**src/rtl/lamp_sequencer.sv**
```systemverilog
// lamp_sequencer: picks a lamp target from time of day and room size, then drives it.
// Define LAMP_SEQ_RAMP_EN for one-lamp-per-step ramping; otherwise the count jumps.
module lamp_sequencer #(
  parameter int unsigned STEP_CYCLES = 4,
  parameter int unsigned MAX_LAMPS   = 15
) (
  input  logic        clk,
  input  logic        rst_n,
  input  logic        en,
  input  logic [3:0]  tcode,
  input  logic [3:0]  ulight,
  input  logic [3:0]  length,
  output logic [14:0] lamp_en,
  output logic [3:0]  active_count,
  output logic        busy,
  output logic        done,
  output logic        tcode_err
);

  localparam logic [3:0] MAX_CNT = 4'(MAX_LAMPS);

  if (STEP_CYCLES < 1 || STEP_CYCLES > 255) begin : g_bad_step
    $error("STEP_CYCLES out of range");
  end

  logic [3:0]  raw;
  logic [3:0]  target_d, target_q;
  logic        err_d, err_q;
  logic [3:0]  cnt_d, cnt_q;
  logic [14:0] lamp_d, lamp_q;
  logic        done_d, done_q;
  logic        busy_d, busy_q;

  always_comb begin
    raw = '0;
    case (tcode)
      4'b0100: raw = {2'b00, length[3:2]};
      4'b1000: raw = ulight;
      default: raw = '0;
    endcase
    if (!en) raw = '0;
    target_d = (raw > MAX_CNT) ? MAX_CNT : raw;
    err_d = (tcode == 4'b0) || ((tcode & (tcode - 4'd1)) != 4'b0);
  end

`ifdef LAMP_SEQ_RAMP_EN
  typedef enum logic [1:0] {
    IDLE,
    RAMP_UP,
    RAMP_DOWN
  } state_t;

  localparam logic [7:0] RELOAD = 8'(STEP_CYCLES - 1);

  state_t     state_d, state_q;
  logic [7:0] timer_d, timer_q;

  always_comb begin
    state_d = state_q;
    timer_d = timer_q;
    cnt_d   = cnt_q;
    done_d  = 1'b0;
    unique case (state_q)
      IDLE: begin
        if (target_q != cnt_q) begin
          state_d = (target_q > cnt_q) ? RAMP_UP : RAMP_DOWN;
          timer_d = RELOAD;
        end
      end
      default: begin
        // Target caught up with us between steps: stop without stepping.
        if (target_q == cnt_q) begin
          state_d = IDLE;
          done_d  = 1'b1;
        end else if (timer_q != 8'd0) begin
          timer_d = timer_q - 8'd1;
        end else begin
          cnt_d   = (target_q > cnt_q) ? cnt_q + 4'd1 : cnt_q - 4'd1;
          timer_d = RELOAD;
          if (cnt_d == target_q) begin
            state_d = IDLE;
            done_d  = 1'b1;
          end else begin
            state_d = (target_q > cnt_d) ? RAMP_UP : RAMP_DOWN;
          end
        end
      end
    endcase
    busy_d = (state_d != IDLE);
  end

  always_ff @(posedge clk or negedge rst_n) begin
    if (!rst_n) begin
      state_q <= IDLE;
      timer_q <= '0;
    end else begin
      state_q <= state_d;
      timer_q <= timer_d;
    end
  end
`else
  always_comb begin
    cnt_d  = target_q;
    done_d = (target_q != cnt_q);
    busy_d = 1'b0;
  end
`endif

  assign lamp_d = 15'((16'd1 << cnt_d) - 16'd1);

  always_ff @(posedge clk or negedge rst_n) begin
    if (!rst_n) begin
      target_q <= '0;
      err_q    <= 1'b0;
      cnt_q    <= '0;
      lamp_q   <= '0;
      done_q   <= 1'b0;
      busy_q   <= 1'b0;
    end else begin
      target_q <= target_d;
      err_q    <= err_d;
      cnt_q    <= cnt_d;
      lamp_q   <= lamp_d;
      done_q   <= done_d;
      busy_q   <= busy_d;
    end
  end

  assign lamp_en      = lamp_q;
  assign active_count = cnt_q;
  assign busy         = busy_q;
  assign done         = done_q;
  assign tcode_err    = err_q;

endmodule

```
**config.mk**
```make
export PLATFORM = sky130hd
export DESIGN_NAME = lamp_sequencer
export DESIGN_NICKNAME = d
export VERILOG_FILES = /design/src/rtl/lamp_sequencer.sv
export SDC_FILE = /design/constraint.sdc
export NUM_CORES = 1
export LEC_CHECK = 0
export CORE_ASPECT_RATIO = 1.75
export CORE_UTILIZATION = 47
export DETAILED_ROUTE_END_ITERATION = 10
export GPL_TIMING_DRIVEN = 0
export PLACE_DENSITY = 0.93
export REMOVE_ABC_BUFFERS = 1
export SETUP_SLACK_MARGIN = 0.02
export SYNTH_ARGS = -nofsm -noshare
export SYNTH_HDL_FRONTEND = slang
export SYNTH_SLANG_ARGS = --single-unit
```
**constraint.sdc**
```tcl
create_clock -name clk -period 3.9 [get_ports clk]
set_clock_uncertainty 0.15 [all_clocks]
set_input_delay 0.585 -clock clk [delete_from_list [all_inputs] [get_ports clk]]
set_output_delay 0.585 -clock clk [all_outputs]
set_load 0.005 [all_outputs]
```
Word level (Yosys, flattened, before mapping)
Cells that the tools add are included.

cells by class
  magnitude comparators = 1
  bitwise logic cells = 1
  reduce and logical (&&, ||, !) cells = 3
  equality and inequality tests = 3
  add/sub/neg operators = 2
  shift-type cells = 1
  mux-type cells = 3

operators by type and width
  cell                                                                   number
  1-bit by 4-bit left shift with 15-bit output, first input constant     1
  15-bit by 1-bit subtractor with 15-bit output, second input constant   1
  4-bit two-way mux                                                      2
  4-bit case mux with 2 select lines                                     1
  4-bit bitwise AND                                                      1
  4-bit by 3-bit equality test with 1-bit output, second input constant  1
  4-bit equality test, second input constant                             1
  4-bit > comparator, second input constant                              1
  4-bit logical NOT                                                      1
  4-bit inequality test                                                  1
  4-bit nonzero test                                                     1
  4-bit by 1-bit subtractor with 4-bit output, second input constant     1
  1-bit logical OR                                                       1

word-level totals
  logic and storage cells = 19
  register bits = 25
  input bits = 15
  output and inout port bits = 22

Depth between registers and ports, before layout
  depth in word-level cells = 5
  depth in mapped cells = 8
  depth with buffers taken out = 6

Worst setup path after synthesis
Ideal clock, no wire load.

  kind = register to register
  start point = register target_q[2], in the netlist cnt_d[2]
  end point = register lamp_q[4], in the netlist lamp_en[4]
  stages on the path, launching flop included = 8
  library setup time = 0.121 ns
  data required time = 3.629 ns
  arrival = 1.604 ns
  path buffers = 2
  slack = 2.025 ns
  clock period less this slack = 1.875 ns
  cell sequence = dfrtp_1 -> buf_6 -> nor2_1 -> nand3b_1 -> ha_1 -> buf_2 -> a22o_1 -> a22o_1

on the way
  cells in the longest elaborated chain, start to end = 2

RTL lines
  item                                           line  RTL
  from (decl)                                    27    logic [3:0] target_d, target_q;
  from (signal assigned)                         120   target_q <= target_d;
  1-bit by 4-bit left shift with 15-bit output   109   assign lamp_d = 15'((16'd1 << cnt_d) - 16'd1);
  15-bit by 1-bit subtractor with 15-bit output  109
  named net lamp_d[4]                            30    logic [14:0] lamp_d, lamp_q;
  to (signal assigned)                           123   lamp_q <= lamp_d;
  to (decl)                                      30

The timed path passes the listed nets, and every way through them passes these cells.

Worst setup path after layout
  start point = register target_q[3], in the netlist cnt_d[3]
  end point = register lamp_q[8], in the netlist lamp_en[8]

Same word-level chain as after synthesis.

==> results.cfg <==
[floorplanning]
core_area_mm2 = 0.00212
initial_core_util_pct = 50.8
ios = 37
num_rows = 22
die_height_um = 65.3
fp.dieW_um = 38.2
die_area_mm2 = 0.00250

[finish]
nets = 139
diodes = 0
synthToLayoutAreaGrowth_pct = 31.2
drive_gt1_share_pct = 7.38
post-route-cell-area_mm2 = 0.00141
final_core_util_pct = 66.7

[sta]
slew_headroom_pct = 33.3
drv_slew = 0
fin_crit_sh_pct = 60.9
min_period_ns = 2.38
setup_viol = 0
hold_ws_ns = 0.409
rsz0062_at_grt = no
fmax_mhz = 421
hold_viol_final = 0
fin_setup_tns_ns = 0
max_slew.worst_pin.slew_ns = 0.997

[clocking]
ctsResizeCount = 0
cts_tree = done
cts.clk_slew.worst_paths_ns = 0.12
cts_buffer_depth = 2
cts_made_buffers = 3
root_buffer = clkbuf_4
cts_setup_buffers = 0
h-tree-depth = 1
postCtsHoldBufs = 0
clkLatencyLatePin_ns = 0.31
cts_sinks = 25

[hold_path]
hp-start = active_count[1]
hold_depth = 2
hold_path_class = flip-flop to flip-flop
min_to = done

[synthesis]
yosys.cell_types.count = 35
synth_top_area_share_pct = 58.1
async_flop_share_pct = 100
synth-edff-count = 0
synth_seq_cells = 25
synthTopCellsByArea = dfrtp_1 (58%), xnor2_1 (3.3%), buf_4 (2.8%), nor2_1 (2.8%), nor4b_4 (2.2%)
synth_cells = 92
syn_area_per_cell_um2 = 11.7
synthFlopType = dfrtp_1
yosysTopAreaCell = dfrtp_1
yosysWarnings = 0
synthesis.area_mm2 = 0.00108
ys_seq_area_share_pct = 58.1

[placed_design]
port_buffers = 33
dpl_cell_area_mm2 = 0.00139
hpwl_um = 1480
globalplace.congestion = 0.783

[worst_setup_path]
r2r_cells = 6
cp-start-kind = flip-flop
crit_fanout = 16
crit_arrival_ns = 2.44
r2r_slack_ns = 1.52
path_cells = nor2_1 -> nand3b_1 -> ha_1 -> nor2_1 -> mux2_4 -> a32o_1
required_ns = 3.96
r2r-start = cnt_d[3]
critPathSlowestCell = dfrtp_1
slowest_delay_ns = 0.68
worstReg2RegEnd = lamp_en[8]
cpMostUsedCell = nor2_1
timing_worst_setup_path_type = flip-flop to flip-flop
crit_path_end_kind = flip-flop

[run_status]
status = finished, final reports clean

[drt]
antenna_left = 0
route.vias.total = 791
wl_um = 1870
drtIter0Drc = 23
post-route-drc-count = 0
wl_per_cell_um = 12.8
first_pass_iters = 3
viasPerCell = 5.42

[grt]
grt_max_degree = 26
antenna_found_initial = 0
grt_pass1_wl_um = 3280
grt_pass1_vias = 803
gr-total-overflow = 0
track_usage_pct = 18.3

[pwr]
power.density_mw_per_mm2 = 311
p_leak_nw = 0.658
vdd_drop_max_mv = 0.287

[flow_run]
maxCapViolCount = 0
per-layer routing:
layer,up-vias,GRT usage [%],routed length [um]
li1,371,-,-
met1,387,19.0,591
met2,29,33.5,1160
met3,4,2.70,76
met4,0,8.48,41
met5,-,0,0
through the flow:
| step | power [mW] | setup WS (ns) | cells |
|---|---|---|---|
| after floorplan | 0.297 | 1.91 | 85 |
| after global placement | 0.332 | 1.66 | 142 |
| after detailed placement | 0.335 | 1.59 | 142 |
| after CTS | 0.444 | 1.54 | 146 |
| after global routing | 0.465 | 1.35 | 146 |
| final | 0.440 | 1.52 | 146 |
sequential cells by signal (all words and copies together) (netlist names):
signal,count
active_count,4
cnt_d,4
done,1
lamp_en,15
tcode_err,1
critical path, delay by kind of cell (launching register included):
family,cells,cell delay [ns]
flops,1,0.68
compound gates,1,0.20
fa+ha+maj,1,0.45
simple gates,3,0.51
mux,1,0.28
kinds of logic after synthesis:
family / count (synthesis) / share of synthesized area, %
AOI/OAI and AO/OA: 14 / 9.06
xor gates and xnor gates: 5 / 4.06
adders and majority gates: 1 / 1.16
buffers and inverters: 10 / 5.69
DFF: 25 / 58.1
muxes: 1 / 1.39
other: 1 / 0.348
and+or+nand+nor: 35 / 20.2
Yosys cell counts, drive strengths merged (2+ instances only):
master / number
nor2b: 4
o21ai: 4
and3: 3
and2: 3
a22o: 2
a22oi: 3
inv: 3
nand2: 5
nand2b: 2
nor3: 2
dfrtp: 25
nor2: 9
nand3b: 2
buf: 6
xnor2: 4
final cells by class:
type | count | area (um2)
tap | 24 | 30.0
fill | 167 | 706
timing repair buffer | 33 | 330
clock buffer | 4 | 26.3
inverter | 3 | 11.3
multi-input combinational | 57 | 390
sequential | 25 | 626
report_power, final:
| group | switching, mW | total (mW) | internal, mW |
|---|---|---|---|
| clock network | 0.0705 | 0.110 | 0.0399 |
| logic | 0.0226 | 0.0574 | 0.0348 |
| registers | 0.00459 | 0.272 | 0.268 |
how the worst max path moves through the flow:
stage	startpoint	to	slack, ns	cells past startpoint
floorplan	cnt_d[3]	lamp_en[8]	1.91	6
global placement	cnt_d[3]	lamp_en[8]	1.66	6
detailed placement	cnt_d[3]	lamp_en[8]	1.59	6
CTS	cnt_d[3]	lamp_en[8]	1.54	6
global route	cnt_d[3]	lamp_en[8]	1.35	6
finish	cnt_d[3]	lamp_en[8]	1.52	6
placed cells by master (no fill, tap or decap), types with 2 or more instances in the layout:
master            n
nor2_1            8
clkdlybuf4s50_1  33
dfrtp_1          25
and3_2            2
inv_1             3
and2_1            3
nor3_1            2
o21ai_0           4
nand3b_1          2
clkbuf_4          3
nor2b_1           3
nand2b_1          2
a22o_1            2
xnor2_1           4
nand2_1           5
a22oi_1           3
Power figures use the tool's default switching activity.
